==> config.mk <==
export PLATFORM = sky130hd
export DESIGN_NAME = fetch_sequencer
export DESIGN_NICKNAME = d
export VERILOG_FILES = /design/src/rtl/fetch_sequencer.sv
export SDC_FILE = /design/constraint.sdc
export NUM_CORES = 1
export LEC_CHECK = 0
export ABC_AREA = 1
export CORE_ASPECT_RATIO = 0.8
export CORE_MARGIN = 10
export CORE_UTILIZATION = 41
export CTS_CLUSTER_SIZE = 10
export DETAILED_ROUTE_END_ITERATION = 8
export PLACE_DENSITY = 0.75
export SLEW_MARGIN = 20
export SYNTH_ARGS = -nofsm -noshare
export SYNTH_HDL_FRONTEND = slang
export SYNTH_SLANG_ARGS = --single-unit
==> constraint.sdc <==
create_clock -name i_clk -period 1.69 [get_ports i_clk]
set_clock_uncertainty 0.15 [all_clocks]
set_input_delay 0.169 -clock i_clk [delete_from_list [all_inputs] [get_ports i_clk]]
set_output_delay 0.169 -clock i_clk [all_outputs]
set_load 0.02 [all_outputs]
==> src/rtl/fetch_sequencer.sv <==
// fetch_sequencer: owns the PC and streams instruction words from a 1-cycle-latency memory to decode
module fetch_sequencer #(
    parameter int ADDR_WIDTH  = 4,
    parameter int INSTR_WIDTH = 16,
    parameter int LAST_ADDR   = 8
) (
    input  logic                   i_clk,
    input  logic                   i_rst_n,
    input  logic                   i_start,
    input  logic [ADDR_WIDTH-1:0]  i_start_pc,
    output logic [ADDR_WIDTH-1:0]  o_imem_address,
    input  logic [INSTR_WIDTH-1:0] i_imem_data,
    output logic [INSTR_WIDTH-1:0] o_instr_out,
    output logic [ADDR_WIDTH-1:0]  o_instr_pc,
    output logic                   o_instr_valid,
    input  logic                   i_instr_ready,
    input  logic                   i_redirect_valid,
    input  logic [ADDR_WIDTH-1:0]  i_redirect_target,
    output logic                   o_halted,
    output logic                   o_busy
);
    typedef enum logic [2:0] {
        S_IDLE,
        S_ISSUE,
        S_CAPTURE,
        S_HOLD,
        S_HALT
    } state_t;

    state_t                 r_state, w_state_nxt;
    logic [ADDR_WIDTH-1:0]  r_pc, w_pc_nxt;
    logic [ADDR_WIDTH-1:0]  r_imem_address, w_imem_address_nxt;
    logic [ADDR_WIDTH-1:0]  r_instr_pc, w_instr_pc_nxt;
    logic [INSTR_WIDTH-1:0] r_instr_out, w_instr_out_nxt;
    logic                   r_instr_valid, w_instr_valid_nxt;
    logic                   r_halted, w_halted_nxt;
    logic                   r_busy, w_busy_nxt;
    logic                   w_enter;
    logic [ADDR_WIDTH-1:0]  w_enter_addr;

    // Next-state logic; every path that restarts a fetch funnels through w_enter so the range check lives in one place
    always_comb begin
        w_state_nxt        = r_state;
        w_pc_nxt           = r_pc;
        w_imem_address_nxt = r_imem_address;
        w_instr_pc_nxt     = r_instr_pc;
        w_instr_out_nxt    = r_instr_out;
        w_instr_valid_nxt  = r_instr_valid;
        w_halted_nxt       = r_halted;
        w_enter            = 1'b0;
        w_enter_addr       = r_pc;
        case (r_state)
            S_IDLE: begin
                w_enter      = i_start;
                w_enter_addr = i_start_pc;
            end
            S_ISSUE: begin
                if (i_redirect_valid) begin
                    w_instr_valid_nxt = 1'b0;
                    w_enter           = 1'b1;
                    w_enter_addr      = i_redirect_target;
                end else begin
                    w_state_nxt = S_CAPTURE;
                end
            end
            S_CAPTURE: begin
                if (i_redirect_valid) begin
                    w_instr_valid_nxt = 1'b0;
                    w_enter           = 1'b1;
                    w_enter_addr      = i_redirect_target;
                end else begin
                    w_instr_out_nxt   = i_imem_data;
                    w_instr_pc_nxt    = r_pc;
                    w_instr_valid_nxt = 1'b1;
                    w_pc_nxt          = r_pc + ADDR_WIDTH'(1);
                    w_state_nxt       = S_HOLD;
                end
            end
            S_HOLD: begin
                if (i_redirect_valid || i_instr_ready) begin
                    w_instr_valid_nxt = 1'b0;
                    w_enter           = 1'b1;
                    w_enter_addr      = i_redirect_valid ? i_redirect_target : r_pc;
                end
            end
            S_HALT: begin
                w_instr_valid_nxt = 1'b0;
                if (i_start) begin
                    w_halted_nxt = 1'b0;
                    w_enter      = 1'b1;
                    w_enter_addr = i_start_pc;
                end
            end
            default: w_state_nxt = S_IDLE;
        endcase
        if (w_enter) begin
            if (int'(w_enter_addr) > LAST_ADDR) begin
                w_state_nxt  = S_HALT;
                w_halted_nxt = 1'b1;
            end else begin
                w_imem_address_nxt = w_enter_addr;
                w_pc_nxt           = w_enter_addr;
                w_state_nxt        = S_ISSUE;
            end
        end
        w_busy_nxt = (w_state_nxt == S_ISSUE) || (w_state_nxt == S_CAPTURE) || (w_state_nxt == S_HOLD);
    end

    // State and output registers; busy is registered from the next state so no output is combinational
    always_ff @(posedge i_clk or negedge i_rst_n) begin
        if (!i_rst_n) begin
            r_state        <= S_IDLE;
            r_pc           <= '0;
            r_imem_address <= '0;
            r_instr_pc     <= '0;
            r_instr_out    <= '0;
            r_instr_valid  <= 1'b0;
            r_halted       <= 1'b0;
            r_busy         <= 1'b0;
        end else begin
            r_state        <= w_state_nxt;
            r_pc           <= w_pc_nxt;
            r_imem_address <= w_imem_address_nxt;
            r_instr_pc     <= w_instr_pc_nxt;
            r_instr_out    <= w_instr_out_nxt;
            r_instr_valid  <= w_instr_valid_nxt;
            r_halted       <= w_halted_nxt;
            r_busy         <= w_busy_nxt;
        end
    end

    assign o_imem_address = r_imem_address;
    assign o_instr_out    = r_instr_out;
    assign o_instr_pc     = r_instr_pc;
    assign o_instr_valid  = r_instr_valid;
    assign o_halted       = r_halted;
    assign o_busy         = r_busy;
endmodule
* Word-level counts from Yosys, hierarchy flattened
Cells that the tools add are included.
Storage, ports and cells: bits in registers 34, bits in latches 0, memory bits (writable) 0, ROM bits 0, input bits 29, output and inout bits 27, logic and storage cells 56, memories 0
Operators by class: add/subtract/negate cells 1, multiply operators 0, div/mod/pow operators 0, $lt $le $gt $ge 1, equal/unequal tests 9, shifts and indexed selects 0, muxes and demuxes 25, bitwise gates (word level) 2, reductions and logical operators 10
Operator list (number):
- $mux W4 | 7
- $pmux W4 S4 | 1
- $eq A3 B2 Y1 const B | 4
- $mux W3 | 4
- $mux W1 | 10
- $pmux W3 S3 | 1
- $pmux W1 S4 | 2
- $eq A3 B1 Y1 const B | 2
- $add A4 B1 Y4 const B | 1
- $gt A4 B4 Y1 const B | 1
- $ne A2 B2 Y1 const B | 2
- $reduce_and A2 Y1 | 2
- $reduce_bool A4 Y1 | 1
- $eq A3 B3 Y1 const B | 1
- $logic_not A3 Y1 | 1
- $logic_or A1 B1 Y1 | 3
- $reduce_and A3 Y1 | 1
- $reduce_or A3 Y1 | 1
- $not A1 Y1 | 2
- $reduce_or A2 Y1 | 1

* Longest topological paths before layout
Gate-level depths: netlist of the first run.
depth in word-level cells 9, gate-level depth with buffers 12, depth with buffers taken out 12

* Worst setup path before layout of the first run
Ideal clock, no wire load.
path type register -> register, start register r_state[1], end register r_pc[3], library setup time 127 ps, arrival time 1327 ps, data required time 1413 ps, setup slack 86 ps, cell stages (with the launch flop) 8, buffers on the path 1, period minus slack after synthesis 1604 ps, path through dfrtp_1 -> nor2_4 -> nand2_1 -> and3_1 -> nor2_2 -> nand2_2 -> buf_6 -> a21boi_4
Between the ends: cells in the longest elaborated chain, start to end 6, elaborated cells on any way between the ends 12, classes of those cells order compare (1); eq/ne (4); mux (5); reduce/logical (2)
RTL lines:
- from (decl) | RTL line 30 | state_t r_state, w_state_nxt;
- from (signal assigned) | RTL line 121 | r_state <= w_state_nxt;
- $eq A3 B2 Y1 / $eq A3 B1 Y1 (equally long branches) | RTL line 52 | case (r_state)
- $reduce_or A2 Y1 (no line)
- $pmux W4 S4 | RTL line 52
- $gt A4 B4 Y1 | RTL line 97 | if (int'(w_enter_addr) > LAST_ADDR) begin
- $mux W4 | RTL line 97
- $mux W4 (*) | RTL line 96 | if (w_enter) begin
- net w_pc_nxt[3] | RTL line 31 | logic [ADDR_WIDTH-1:0] r_pc, w_pc_nxt;
- to (signal assigned) | RTL line 122 | r_pc <= w_pc_nxt;
- to (decl) | RTL line 31
Mark *: on every way through the listed nets, which the timed path passes. The rest lies on a longest branch. A chain may end at the register's enable or synchronous reset.

* Worst setup path in the final report of the first run
start register r_state[1], end register r_imem_address[0] (netlist: o_imem_address[0])
Between the ends: cells in the longest elaborated chain, start to end 6, elaborated cells on any way between the ends 11, classes of those cells order compare (1); eq/ne (4); mux (2); bitwise (1); reduce/logical (3)
RTL lines:
- $eq A3 B2 Y1 / $eq A3 B1 Y1 (equally long branches) | RTL line 52
- $reduce_or A2 Y1 (no line)
- $pmux W4 S4 | RTL line 52
- $gt A4 B4 Y1 | RTL line 97
- $not A1 Y1 (no line)
- $reduce_and A2 Y1 (no line)
- to (signal assigned) | RTL line 123 | r_imem_address <= w_imem_address_nxt;
- to (decl) | RTL line 32 | logic [ADDR_WIDTH-1:0] r_imem_address, w_imem_address_nxt;
Several ways; a longest one is shown, not always the timed one.

==> metrics.md, run 1 <==
| Metric | Value |
|---|---|
| Share of layout cells above drive strength 1 | 0.258 |
| # rows | 21 |
| Pwr/cell area | 1970 nW/um2 |
| Synthesized Nets | 239 |
| Placed Area | 2550 um2 |
| GRT Total Usage | 0.136 |
| Post-route DRC | 0 |
| Layout Utilization | 0.665 |
| Crit path launch type | register |
| GPL Wtd Cong | 0.840 |
| RSZ-0062 raised after global routing | yes |
| Dpl ws | -0.271 ns |
| Routed len/inst | 13.4 um |
| Worst skew pair latency | 0.28 ns |
| Avg Vias per Cell | 4.67 |
| Fin. max-slew vios | 0 |
| FMAX | 0.576 GHz |
| Rel. slew slack | 0.724 |
| Number of CTS-inserted buffers | 5 |
| Root Driver | clkbuf_8 |
| Post-Syn Area | 1750 um2 |
| Area grow syn2layout | 57.9% |
| Via count | 1678 |
| Yosys reg bits | 34 |
| Final Power | 0.00545 W |
| Drt first pass iters | 4 |
| Die area | 7300 um2 |
| Status | complete, but fails checks |
| Setup-failing EPs final | 10 |
| Largest net degree at the start of global routing | 35 |
| Htree depth | 2 |
| Nets | 331 |
| Die height | 78.4 um |
| Placeable Area | 4150 um2 |
| CTS tree | done |
| Register share of total power | 0.264 |
| Nature of the critical path endpoint | register |
| Post-Syn Area per Cell | 8.37 um2 |
| Leak | 1.36 nW |
| Setup ws final | -0.0461 ns |
| Hold Vio Cnt, Final | 0 |
| Least-Margin Pin Slew | 0.414 ns |
| Yosys cell types | 28 |
| I/O Pins | 56 |
| VDD IR-drop max | 0.973 mV |
| Yosys warns | 0 |
| Routed Antenna Nets | 0 |
| Period utilization | 1.03 |
| Sw Ratio | 0.422 |
| Antenna diodes | 0 |
| CP Data Required Time | 1.71 ns |
| Initial drt markers | 89 |
| Power share of the clock group | 0.114 |
| First-pass GRT wire length | 8310 um |
| Crit Path Category | register to register |
| Buffers on Ports | 55 |
| Internal Power | 0.00315 W |
| Final WL | 4810 um |
| Clock Sinks | 34 |
| Sequential fraction of the synthesis area | 0.486 |
| Max cap viols | 0 |
| Chip Width | 93.0 um |
| Worst-path clk slew | 0.07 ns |
| Cells after Synth | 209 |
| Worst min path class | primary input to asynchronous set/reset pin |
| Design Area, Final | 2760 um2 |
| Combinational cell fraction of total power | 0.622 |
| Effective utilization at floorplan | 0.421 |
| Dpl hpwl | 3710 um |
| Violated checks | negative setup slack |
| Post-route minimum period | 1.74 ns |
| Vias in the first global route | 1689 |
| Crit path arrival time | 1.76 ns |
| Crit Path Max Fanout | 7 |
| Initial antenna violation count | 0 |
| Bufs on Longest Clock Path | 2 |
| Remaining global-route overflow | 0 |
| NetSw | 0.00230 W |
## through the flow
step / hold slack, ns / setup TNS [ns] / instances
floorplan: -0.277 / 0 / 209
global placement: 0.303 / -4.39 / 345
detailed placement: 0.307 / -4.73 / 345
CTS: 0.157 / -0.339 / 355
global route: 0.172 / -1.66 / 359
finish: 0.135 / -0.380 / 359
## cells in the mapped netlist
library cell  number  area [um2]
inv_4              1        6.26
a21boi_4           1        18.8
nor2_4             2        22.5
a21oi_2            1        8.76
o21ai_2            1        8.76
o22ai_1            1        6.26
nand3_2           10         100
nor2_2             2        12.5
nand2_2            8        50.1
inv_2              2        7.51
o21ai_0           10        50.1
nand3_1           13        65.1
nor4_1             1        6.26
nand3_4            1        17.5
and2_1             1        6.26
buf_6              2        22.5
nand4_1            3        18.8
o21ai_1            2        10.0
a21oi_1            1        5.00
buf_4              1        7.51
xor2_1             3        26.3
and3_1             1        6.26
buf_2              4        20.0
nor2_1             8        30.0
dfrtp_1           34         851
inv_1             10        37.5
ha_1               1        12.5
nand2_1           84         315
## power groups by stage
stage          logic (W)  registers [W]  clock network, W
6_report         0.00339        0.00144          0.000623
5_1_grt          0.00374        0.00149          0.000679
4_1_cts          0.00318        0.00144          0.000631
3_5_place_dp     0.00304        0.00145                 0
3_3_place_gp     0.00299        0.00143                 0
2_1_floorplan    0.00136        0.00179                 0
## per-layer routing
layer / wire [um] / up-vias / share of wire / global-route usage
met2: 2240 / 44 / 0.47 / 0.214
met3: 308 / 2 / 0.064 / 0.0494
met5: 0 / - / 0 / 0
met4: 23 / 0 / 0.0048 / 0.0231
met1: 2240 / 782 / 0.47 / 0.178
li1: - / 850 / - / -
## sequential cells by signal, summed over array words and instances (netlist names)
name and count:
o_busy 1, o_imem_address 4, o_instr_out 16, o_instr_valid 1, o_halted 1, o_instr_pc 4, r_pc 4, r_state 3
## final timing paths
check | from | endpoint | slack [ns] | depth (start not counted)
worst max-delay path | r_state[1]$_DFF_PN0_ | o_imem_address[0]$_DFFE_PN0P_ | -0.05 | 11
worst min-delay path | i_rst_n | r_pc[0]$_DFF_PN0_ | 0.13 | 2
worst max register to register | r_state[1]$_DFF_PN0_ | o_imem_address[0]$_DFFE_PN0P_ | -0.05 | 11
worst min register to register | o_instr_out[2]$_DFFE_PN0P_ | o_instr_out[2]$_DFFE_PN0P_ | 0.32 | 2
max in group asynchronous | i_rst_n | o_instr_pc[1]$_DFFE_PN0P_ | 0.96 | 2
min in group i_clk | i_imem_data[9] | o_instr_out[9]$_DFFE_PN0P_ | 0.27 | 3
## final cells by class
class                   instances  area (um2)
clock buffers                   6        82.6
fillers                       365        1390
repair buffers                 92         860
inverters                      13        51.3
flip-flops and latches         34         851
multi-input cells             155         835
well taps                      57        71.3
clock inverters                 2        12.5
## cells by family (layout without fill, tap and decap cells)
group	Yosys count	after routing	synth area share
adder cells (fa/ha/maj)	1	1	0.00715
flip-flops	34	34	0.486
AO/OA/AOI/OAI	17	17	0.0615
XOR/XNOR	3	3	0.0150
buffers and inverters	20	113	0.0579
AND/OR/NAND/NOR	134	134	0.372
## critical path, stage by stage (launching register included)
cell	delay [ns]
dfrtp_1	0.42
nor2_4	0.25
inv_4	0.10
nand2_2	0.07
nand2_2	0.05
nand2_2	0.07
nand2_4	0.06
nor2_4	0.11
nand3_4	0.10
buf_6	0.15
nand3_2	0.04
nand2_1	0.05
## cells in the final DEF, fill, tap and decap left out, types with 2 or more instances in the layout
cell,netlist,final
buf_4,1,31
dfrtp_1,34,34
nor2_1,8,7
nor2_4,2,4
nand4_1,3,3
inv_1,10,9
nand2_1,84,83
clkbuf_8,0,6
o21ai_0,10,9
nand2_4,0,2
nand3_4,1,2
buf_6,2,5
nand2_2,8,7
nand3_2,10,10
xor2_1,3,3
nand3_1,13,12
o21ai_1,2,3
inv_2,2,3
clkdlybuf4s50_1,0,55
## what timing repair did
action / CTS / global route
setup endpoints to repair: 9 / 32
hold buffers: 0 / 0
buffers inserted: 2 / 4
resized for setup: 5 / 10
pin swaps: 7 / 7
(Power assumes the default switching activity.)
==> run 2, diff against run 1 <==
- GPL_TIMING_DRIVEN: default -> 0
==> metrics.md, run 2 (synthesis gave the netlist of run 1 again) <==
| Metric | Value |
|---|---|
| Reg area | 855 um2 |
| Share of layout cells above drive strength 1 | 0.286 |
| Crit Path Category | register to register |
| Setup TNS | -0.847 ns |
| Worst skew pair latency | 0.27 ns |
| CP max stage cell | dfrtp_2 |
| Worst-path clk slew | 0.06 ns |
| Max reg flops | 16 |
| Worst min path class | primary input to asynchronous set/reset pin |
| Design Area, Final | 2900 um2 |
| Least-Margin Pin Slew | 0.298 ns |
| Avg Vias per Cell | 4.81 |
| Largest stage delay on the critical path | 0.42 ns |
| Register share of total power | 0.254 |
| CP Data Required Time | 1.70 ns |
| Drt first pass iters | 4 |
| Period utilization | 1.06 |
| Dpl hpwl | 3400 um |
| Leak | 1.39 nW |
| GRT Total Usage | 0.130 |
| Placed Area | 2390 um2 |
| Fin. max-slew vios | 0 |
| Root Driver | clkbuf_8 |
| Routed len/inst | 14.6 um |
| VDD IR-drop max | 1.10 mV |
| GPL Wtd Cong | 0.882 |
| Setup-failing EPs final | 11 |
| CTS tree | done |
| Chip Width | 93.0 um |
| RSZ-0062 raised after global routing | yes |
| # fillers | 336 |
| Power share of the clock group | 0.094 |
| FMAX | 0.559 GHz |
| # rows | 21 |
| Violated checks | negative setup slack |
| Antenna diodes | 0 |
| Crit path arrival time | 1.80 ns |
| NetSw | 0.00248 W |
| Post-route DRC | 0 |
| Status | complete, but fails checks |
| Clock Sinks | 34 |
| Pwr/cell area | 1980 nW/um2 |
| Nets | 324 |
| Final WL | 5140 um |
| Buffers on Ports | 55 |
| Vias in the first global route | 1596 |
| Setup ws final | -0.0975 ns |
| Internal Power | 0.00327 W |
| Hold Vio Cnt, Final | 0 |
| Initial antenna violation count | 0 |
| Max cap viols | 0 |
| Rel. slew slack | 0.801 |
| Largest net degree at the start of global routing | 25 |
| Number of CTS-inserted buffers | 5 |
| Die area | 7300 um2 |
| Die height | 78.4 um |
| Most frequent cells in the layout | nand2_1 (78), clkdlybuf4s50_1 (53), dfrtp_1 (31), buf_4 (14), nand3_1 (11) |
| Area grow syn2layout | 65.8% |
| Sw Ratio | 0.431 |
| Post-route minimum period | 1.79 ns |
| Htree depth | 2 |
| Via count | 1688 |
| Most common cell after layout, fill and taps aside | nand2_1 |
| Bufs on Longest Clock Path | 2 |
| Area of the multi-input gates | 927 um2 |
| Initial drt markers | 106 |
| Crit path launch type | register |
| First-pass GRT wire length | 7800 um |
| Crit Path Max Fanout | 5 |
| Nature of the critical path endpoint | register |
| Remaining global-route overflow | 0 |
| CP Cell Sequence | nor2_4 -> buf_6 -> nand2_8 -> nand2_2 -> nor2_2 -> a21oi_2 -> nand3_4 -> buf_8 -> nand3_2 -> nand2_1 |
| Effective utilization at floorplan | 0.421 |
| Combinational cell fraction of total power | 0.651 |
| Placeable Area | 4150 um2 |
| I/O Pins | 56 |
| Routed Antenna Nets | 0 |
run 2: cell count changes in the layout (fill, tap and decap cells not counted), sizes merged:
cell	change
clkdlybuf4s50	-2
clkinv	-1
clkbuf	+3
dlymetal6s2s	+1
buf	-9
clkinvlp	-1
dlygate4sd3	+1
run 2: through the flow:
step / utilization / instances / total power, W / hold WS [ns] / worst slack (ns)
finish: 0.699 / 351 / 0.00575 / 0.161 / -0.0975
global route: 0.699 / 351 / 0.00612 / 0.173 / -0.174
CTS: 0.657 / 344 / 0.00534 / 0.163 / -0.0570
detailed placement: 0.577 / 322 / 0.00416 / -0.0819 / -0.290
global placement: 0.571 / 321 / 0.00409 / 0.302 / -0.391
floorplan: - / 209 / 0.00315 / -0.277 / 0.0864
run 2: final cells by class:
type / instances / share of cell area
Clock buffer: 7 / 0.0263
Buffer: 7 / 0.0298
Multi-Input combinational cell: 155 / 0.320
Tap cell: 57 / 0.0246
Timing Repair Buffer: 78 / 0.285
Sequential cell: 34 / 0.295
Inverter: 13 / 0.0203
run 2: path summary, 6_finish.rpt:
path | startpoint | cells past startpoint | endpoint | slack [ns]
worst min register to register | o_instr_pc[3]$_DFFE_PN0P_ | 2 | o_instr_pc[3]$_DFFE_PN0P_ | 0.32
worst max-delay path | r_state[1]$_DFF_PN0_ | 10 | o_imem_address[2]$_DFFE_PN0P_ | -0.1
max in group asynchronous | i_rst_n | 3 | r_state[0]$_DFF_PN0_ | 0.81
min in group i_clk | i_imem_data[9] | 3 | o_instr_out[9]$_DFFE_PN0P_ | 0.27
worst min-delay path | i_rst_n | 2 | o_instr_out[0]$_DFFE_PN0P_ | 0.16
worst max register to register | r_state[1]$_DFF_PN0_ | 10 | o_imem_address[2]$_DFFE_PN0P_ | -0.1
run 2: critical path: cells and delay by family, from the launching register on:
kind                   cells  cell delay (ns)
AO/OA/AOI/OAI              1             0.18
buffers and inverters      2             0.31
flip-flops                 1             0.42
AND/OR/NAND/NOR            7             0.61
run 2: metal layers:
metal  up-vias  track usage  wire length, um  part of all wire
met5         -            0                0                 0
met4         0       0.0277               30            0.0058
met3         4       0.0494              320             0.062
met2        45        0.211             2470              0.48
met1       800        0.162             2320              0.45
li1        839            -                -                 -
run 2: what timing repair did:
item | in CTS | in global routing
pin swaps | 11 | 9
hold buffers | 1 | 0
hold endpoints to repair | 34 | 0
buffers inserted | 13 | 5
endpoints found under the setup margin | 20 | 31
gates resized for setup | 33 | 22
gates cloned | 1 | 2
run 2: power groups by stage:
stage / Clock, W / Combinational (W) / Sequential [W]
after floorplan: 0 / 0.00136 / 0.00179
after global placement: 0 / 0.00265 / 0.00144
after detailed placement: 0 / 0.00270 / 0.00146
after CTS: 0.000554 / 0.00333 / 0.00146
after global routing: 0.000588 / 0.00402 / 0.00151
final: 0.000542 / 0.00374 / 0.00146
==> run 3, diff against run 2 <==
- CORE_UTILIZATION: 41 -> 56
- DONT_BUFFER_PORTS: default -> 1
- PLACE_DENSITY: 0.75 -> 0.74
==> metrics.md, run 3 (synthesis gave the netlist of run 1 again) <==
| Metric | Value |
|---|---|
| Initial antenna violation count | 0 |
| Placed Area | 1800 um2 |
| VDD IR-drop max | 1.15 mV |
| Worst-path clk slew | 0.07 ns |
| Crit Path Max Fanout | 6 |
| Setup-failing EPs final | 11 |
| Post-route DRC | 0 |
| Final WL | 5150 um |
| Worst skew pair latency | 0.28 ns |
| Met3 Resource Use GR | 0.0601 |
| Design Area, Final | 2420 um2 |
| Crit path arrival time | 1.84 ns |
| Share of layout cells above drive strength 1 | 0.310 |
| Initial drt markers | 165 |
| Status | complete, but fails checks |
| Via count | 1609 |
| # rows | 18 |
| Root Driver | clkbuf_8 |
| Chip Width | 82.5 um |
| Clock Sinks | 34 |
| # fillers | 176 |
| Antenna diodes | 0 |
| Area of the multi-input gates | 893 um2 |
| Avg Vias per Cell | 5.45 |
| I/O Pins | 56 |
| Placeable Area | 3040 um2 |
| Routed Antenna Nets | 0 |
| Dpl hpwl | 3080 um |
| Htree depth | 2 |
| Nature of the critical path endpoint | register |
| Setup ws final | -0.140 ns |
| Remaining global-route overflow | 0 |
| Final Power | 0.00518 W |
| Post-route minimum period | 1.83 ns |
| Worst min path class | primary input to register |
| Rel. slew slack | 0.795 |
| Fin. max-slew vios | 0 |
| Violated checks | negative setup slack |
| Largest net degree at the start of global routing | 35 |
| Effective utilization at floorplan | 0.575 |
| Crit path launch type | register |
| Bufs on Longest Clock Path | 2 |
| GRT Max-Usage Layer | met2 |
| Period utilization | 1.08 |
| Met1 usage | 0.191 |
| RSZ-0062 raised after global routing | yes |
| CP Data Required Time | 1.70 ns |
| First-pass GRT wire length | 7620 um |
| FMAX | 0.546 GHz |
| Drt first pass iters | 4 |
| M2 GR Usage | 0.280 |
| Max reg flops | 16 |
| Crit Path Category | register to register |
| Nets | 284 |
| Vias in the first global route | 1594 |
| Number of CTS-inserted buffers | 5 |
| Max cap viols | 0 |
| Hold Vio Cnt, Final | 0 |
| Area grow syn2layout | 38.3% |
| Least-Margin Pin Slew | 0.307 ns |
| GRT Total Usage | 0.163 |
| CTS tree | done |
| Die area | 5770 um2 |
| GPL Wtd Cong | 0.907 |
| Reg area | 853 um2 |
| Leak | 1.22 nW |
| Buffers on Ports | 0 |
| Most frequent cells in the layout | nand2_1 (81), dfrtp_1 (32), dlygate4sd3_1 (19), buf_4 (15), nand3_2 (12) |
| Die height | 70.0 um |
| Pwr/cell area | 2140 nW/um2 |
| Most common cell after layout, fill and taps aside | nand2_1 |
| Routed len/inst | 17.5 um |
==> run 3: timing repair <==
item / 4_1_cts / 5_1_grt
setup buffers: 8 / 8
hold endpoints to repair: 53 / 0
gates cloned: 1 / 1
hold buffers: 20 / 0
resized for setup: 16 / 20
endpoints found under the setup margin: 20 / 32
pin swaps: 6 / 12
==> run 3: final timing paths <==
| check | from | endpoint | cells past startpoint | slack, ns |
|---|---|---|---|---|
| max | r_state[2]$_DFF_PN0_ | r_pc[0]$_DFF_PN0_ | 10 | -0.14 |
| min | i_start | o_halted$_DFF_PN0_ | 3 | 0.02 |
| max reg2reg | r_state[2]$_DFF_PN0_ | r_pc[0]$_DFF_PN0_ | 10 | -0.14 |
| min reg2reg | r_pc[2]$_DFF_PN0_ | o_instr_pc[2]$_DFFE_PN0P_ | 2 | 0.47 |
| max in group asynchronous | i_rst_n | r_state[0]$_DFF_PN0_ | 2 | 1.00 |
| min in group asynchronous | i_rst_n | r_state[1]$_DFF_PN0_ | 2 | 0.20 |
==> run 3: layer usage <==
metal,share of wire,vias up
met1,0.37,771
met3,0.10,7
met4,0.010,0
met5,0,-
met2,0.51,74
li1,-,757
==> run 3: final cells by class <==
cell class | count | share of cell area
buffer | 7 | 0.0290
clock buffer | 8 | 0.0455
inverter | 13 | 0.0212
multi-input combinational | 155 | 0.369
sequential | 34 | 0.353
tap | 40 | 0.0207
timing repair buffer | 38 | 0.161
==> run 3: where the power goes <==
group | switching, W | total (W) | internal, W | leakage (nW)
Combinational | 0.00143 | 0.00261 | 0.00118 | 0.737
Clock | 0.000275 | 0.000686 | 0.000411 | 0.0575
Sequential | 0.000685 | 0.00188 | 0.00119 | 0.426
Total | 0.00238 | 0.00518 | 0.00279 | 1.22
==> run 3: critical path: stages (launching register included) <==
cell and delay, ns:
dfrtp_1 0.52, nand2_2 0.15, nand3_1 0.12, nand2_2 0.06
nand2_2 0.08, nand2_4 0.07, nor2_4 0.14, nand3_4 0.13
buf_8 0.16, nand3_2 0.06, nand2_1 0.07
==> run 3: through the flow <==
stage	hold slack, ns	util	TNS, ns	instances	setup slack [ns]
after floorplan	-0.277	-	0	209	0.0864
after global placement	-0.275	0.592	-0.216	249	-0.0320
after detailed placement	-0.275	0.592	-0.500	249	-0.0555
after CTS	0.00855	0.743	-0.256	286	-0.0459
after global routing	0.0322	0.795	-1.99	295	-0.213
final	0.0197	0.795	-0.973	295	-0.140
